## src/rtl/umi_isolate_gate.sv

```systemverilog
// umi_isolate_gate
// Zero-latency isolation gate for one UMI request/response hop. Traffic passes
// straight through until isolation is requested. The clamp is applied only at a
// transaction-safe boundary, so an offered beat is never withdrawn before its
// handshake. Once clamped, valid, ready and payload are all driven to 0.
// With ISO = 0 the block reduces to wires and isolated is tied low.

module umi_isolate_gate #(
  parameter int CW  = 32,
  parameter int AW  = 64,
  parameter int DW  = 256,
  parameter int ISO = 1
) (
  input  logic          clk,
  input  logic          reset,
  input  logic          isolate,
  output logic          isolated,
  input  logic          umi_valid,
  input  logic [CW-1:0] umi_cmd,
  input  logic [AW-1:0] umi_dstaddr,
  input  logic [AW-1:0] umi_srcaddr,
  input  logic [DW-1:0] umi_data,
  output logic          umi_ready_iso,
  output logic          umi_valid_iso,
  output logic [CW-1:0] umi_cmd_iso,
  output logic [AW-1:0] umi_dstaddr_iso,
  output logic [AW-1:0] umi_srcaddr_iso,
  output logic [DW-1:0] umi_data_iso,
  input  logic          umi_ready
);

  // PASS and DRAIN both pass traffic; DRAIN only remembers that a request is
  // waiting for the in-flight beat to be accepted.
  typedef enum logic [1:0] {
    S_PASS  = 2'd0,
    S_DRAIN = 2'd1,
    S_ISO   = 2'd2
  } state_t;

  generate
    if (ISO != 0) begin : g_iso
      state_t state_reg;
      logic   clamp;
      logic   safe_boundary;

      // A beat may be cut off only when nothing is offered or it is being accepted now.
      assign safe_boundary = !umi_valid || umi_ready;

      // Isolation state: reset lands in ISO so nothing leaks while the sink is unknown.
      always_ff @(posedge clk or posedge reset) begin
        if (reset) begin
          state_reg <= S_ISO;
        end else begin
          case (state_reg)
            S_PASS: begin
              if (isolate) state_reg <= safe_boundary ? S_ISO : S_DRAIN;
            end
            S_DRAIN: begin
              if (!isolate)          state_reg <= S_PASS;
              else if (safe_boundary) state_reg <= S_ISO;
            end
            S_ISO: begin
              if (!isolate) state_reg <= S_PASS;
            end
            default: state_reg <= S_ISO;
          endcase
        end
      end

      // Any state other than the two pass-through states clamps, so an
      // unexpected encoding can never expose the downstream side.
      assign clamp = !((state_reg == S_PASS) || (state_reg == S_DRAIN));

      assign isolated        = clamp;
      assign umi_valid_iso   = umi_valid & ~clamp;
      assign umi_ready_iso   = umi_ready & ~clamp;
      assign umi_cmd_iso     = clamp ? '0 : umi_cmd;
      assign umi_dstaddr_iso = clamp ? '0 : umi_dstaddr;
      assign umi_srcaddr_iso = clamp ? '0 : umi_srcaddr;
      assign umi_data_iso    = clamp ? '0 : umi_data;
    end else begin : g_wire
      // No isolation hardware: clock, reset and request are intentionally ignored.
      logic unused_ctrl;
      assign unused_ctrl = ^{clk, reset, isolate};

      assign isolated        = 1'b0;
      assign umi_valid_iso   = umi_valid;
      assign umi_ready_iso   = umi_ready;
      assign umi_cmd_iso     = umi_cmd;
      assign umi_dstaddr_iso = umi_dstaddr;
      assign umi_srcaddr_iso = umi_srcaddr;
      assign umi_data_iso    = umi_data;
    end
  endgenerate

endmodule

```

## config.mk

```make
export PLATFORM = sky130hd
export DESIGN_NAME = umi_isolate_gate
export DESIGN_NICKNAME = d
export VERILOG_FILES = /design/src/rtl/umi_isolate_gate.sv
export SDC_FILE = /design/constraint.sdc
export NUM_CORES = 1
export LEC_CHECK = 0
export BUFFER_PORTS_ARGS = -buffer_cell sky130_fd_sc_hd__buf_2
export CAP_MARGIN = 40
export CORE_AREA = 2 2 329 331
export CTS_CLUSTER_SIZE = 10
export DETAILED_ROUTE_END_ITERATION = 16
export DIE_AREA = 0 0 331 333
export PLACE_DENSITY = 0.3
export SYNTH_ARGS = -nofsm -noshare
export SYNTH_HDL_FRONTEND = slang
export SYNTH_SLANG_ARGS = --single-unit
```

## constraint.sdc

```tcl
create_clock -name clk -period 2.5 [get_ports clk]
set_clock_uncertainty 0.15 [all_clocks]
set_input_delay 0.125 -clock clk [delete_from_list [all_inputs] [get_ports clk]]
set_output_delay 0.125 -clock clk [all_outputs]
set_load 0.005 [all_outputs]
```

==> flow_metrics.py <==
metrics = {
    "global_route": {
        "grt_pass1_vias": 6156,
        "grt_pass1_wl_um": 59600,
        "antenna_found_initial": 84,
        "grt_start_max_net_pins": 65,
        "grt_usage": 0.0830,
        "gr-total-overflow": 0,
    },
    "cells_and_area": {
        "fillers": 12723,
        "fin_nets": 1710,
        "drive_gt1_frac": 0.668,
        "syn2layout_area_growth_pct": 206,
        "fin_util": 0.0846,
        "final_cell_mix": "buf_2, nor2b_1, buf_4, buf_12, clkbuf_16",
        "largest_register_ffs": 2,
        "final_common_cell": "buf_2",
    },
    "critical_path": {
        "r2r_setup_slack_ns": 0.78,
        "r2r_end": "g_iso.state_reg[0]",
        "critPathArrivalTime_ns": 1.73,
        "crit_type": "register to output pin",
        "cp-end-kind": "output pin",
        "cp_max_fo": 58,
        "r2r_cells": 4,
        "startpoint_type": "register",
        "worstPathRequired_ns": 2.23,
        "timing.rr.start": "g_iso.state_reg[1]",
    },
    "clock_network": {
        "cts_setup_buffers": 0,
        "root_buffer": "clkbuf_16",
        "clock_latency_ns": 0.22,
        "cts_made_buffers": 3,
        "clock_sinks": 2,
        "clk_pin_slew_ns": 0.03,
        "ctsLongestPathBuffers": 2,
        "cts_tree": "built",
        "htreeDepth": 1,
    },
    "placed_design": {
        "pre_cts_slack_ns": 0.677,
        "dp_hpwl_um": 46100,
        "routabilityCongestion": 0.816,
        "io_buffers": 839,
    },
    "drt": {
        "drtPass1Iterations": 4,
        "totalWireLength_um": 49300,
        "via_count": 6529,
        "via_per_inst": 2.42,
        "ant_nets": 0,
        "drtIter0Drc": 216,
        "route.detailed.drc": 0,
        "wl_per_cell_um": 18.3,
    },
    "sta": {
        "fin_ws_ns": 0.499,
        "rsz0062_at_grt": "false",
        "fin_crit_sh": 0.800,
        "hold_viol_final": 0,
        "fmax_ghz": 0.500,
        "fin_crit_ns": 2.00,
        "finalMaxSlewViolations": 0,
        "worst_pin_slew_ns": 0.349,
        "setup_tns_ns": 0,
        "relSlewSlack": 0.767,
        "finalSetupViolations": 0,
    },
    "floorplan": {
        "die_y_um": 333,
        "start_util": 0.0277,
        "fp.dieW_um": 331,
        "rows": 120,
        "num_io_pins": 840,
        "core_area_sq_mm": 0.107,
        "die_area_sq_mm": 0.110,
    },
    "synth": {
        "avgSynthCellArea_sq_um": 6.24,
        "synth_area_leaders": "nor2b_1, buf_2, dfstp_2, dfrtp_1, buf_4",
        "ys_seq_elements": 2,
        "synth.net_count": 894,
        "synth_cells": 473,
        "synth_top_area_share": 0.886,
        "yosysWarnings": 0,
        "synth.distinct_cells": 11,
        "syn-cell-area_sq_mm": 0.00295,
        "yosysTopAreaCell": "nor2b_1",
        "seq_area_frac_synth": 0.0174,
    },
    "power_and_ir_drop": {
        "peakVddDrop_uv": 138,
        "p_leak_nw": 4.76,
        "powerDensity_mw_per_mm2": 200,
    },
    "hold_path": {
        "hold-path-endpoint": "g_iso.state_reg[1]",
        "min_path_type": "input pin to register",
        "holdPathStages": 3,
        "min-delay-start": "umi_ready",
    },
    "run_status": {
        "status": "complete, no violations",
    },
    "run": {
        "cap_violations": 0,
    },
}
==> power breakdown <==
| group | internal (W) | total [W] | switching [W] |
|---|---|---|---|
| Combinational | 0.000772 | 0.00151 | 0.000743 |
| Clock | 0.000210 | 0.000249 | 0.0000395 |
| Sequential | 0.0000363 | 0.0000425 | 0.00000620 |
| Total | 0.00102 | 0.00181 | 0.000789 |
==> cell usage after synthesis <==
cell        n
nor2b_1   418
buf_2      42
buf_4       3
a21oi_1     2
buf_6       2
and3b_1     1
clkbuf_1    1
dfrtp_1     1
dfstp_2     1
inv_1       1
nor2_1      1
==> critical path: stages (launching register included) <==
cell and delay [ns]:
dfstp_4 0.70, buf_12 0.26, buf_4 0.26, nor2b_1 0.07, buf_2 0.13
==> layer usage <==
metal,global-route usage,wire length (um),up-vias
li1,-,-,3021
met1,0.0862,17100,2804
met2,0.145,23800,518
met3,0.0494,7110,106
met4,0.0132,733,80
met5,0,539,-
==> worst max-delay path by stage <==
stage	startpoint	to	slack, ns	depth (start not counted)
after CTS	g_iso.state_reg[1]	umi_data_iso[93]	0.44	4
final	g_iso.state_reg[1]	umi_data_iso[214]	0.50	4
after floorplan	g_iso.state_reg[1]	umi_data_iso[0]	1.21	4
after detailed placement	g_iso.state_reg[1]	umi_data_iso[93]	0.68	4
after global routing	g_iso.state_reg[1]	umi_data_iso[93]	0.40	4
after global placement	g_iso.state_reg[1]	umi_data_iso[93]	0.66	4
==> metrics by stage <==
step	std cells	power, W	hold WS, ns	cell area [sq um]
floorplan	473	0.000568	-0.285	2950
global placement	2685	0.00163	-0.133	8900
detailed placement	2685	0.00161	-0.130	8900
CTS	2691	0.00188	0.0705	9000
global route	2696	0.00199	0.0853	9010
finish	2699	0.00181	0.0586	9020
==> final cells by class <==
cell class                      instances  area, sq um  area share
Inverter                                1         3.75    0.000416
Multi-Input combinational cell        422         2640       0.292
Clock buffer                            4         78.8     0.00874
Tap cell                             1403         1760       0.195
Antenna cell                            8         20.0     0.00222
Timing Repair Buffer                  859         4470       0.495
Sequential cell                         2         55.1     0.00611
==> cells by family after synthesis <==
family | count (synthesis) | synth area share
buffers and inverters | 49 | 0.0890
AND/OR/NAND/NOR | 420 | 0.890
AO/OA/AOI/OAI | 2 | 0.00339
flip-flops | 2 | 0.0174
==> timing repair <==
action | 4_1_cts | 5_1_grt
endpoints found under the hold margin | 3 | 0
hold buffers | 2 | 0
gates resized for setup | 0 | 0
endpoints found under the setup margin | 0 | 0
No activity file was read; power rests on OpenSTA's default activity.
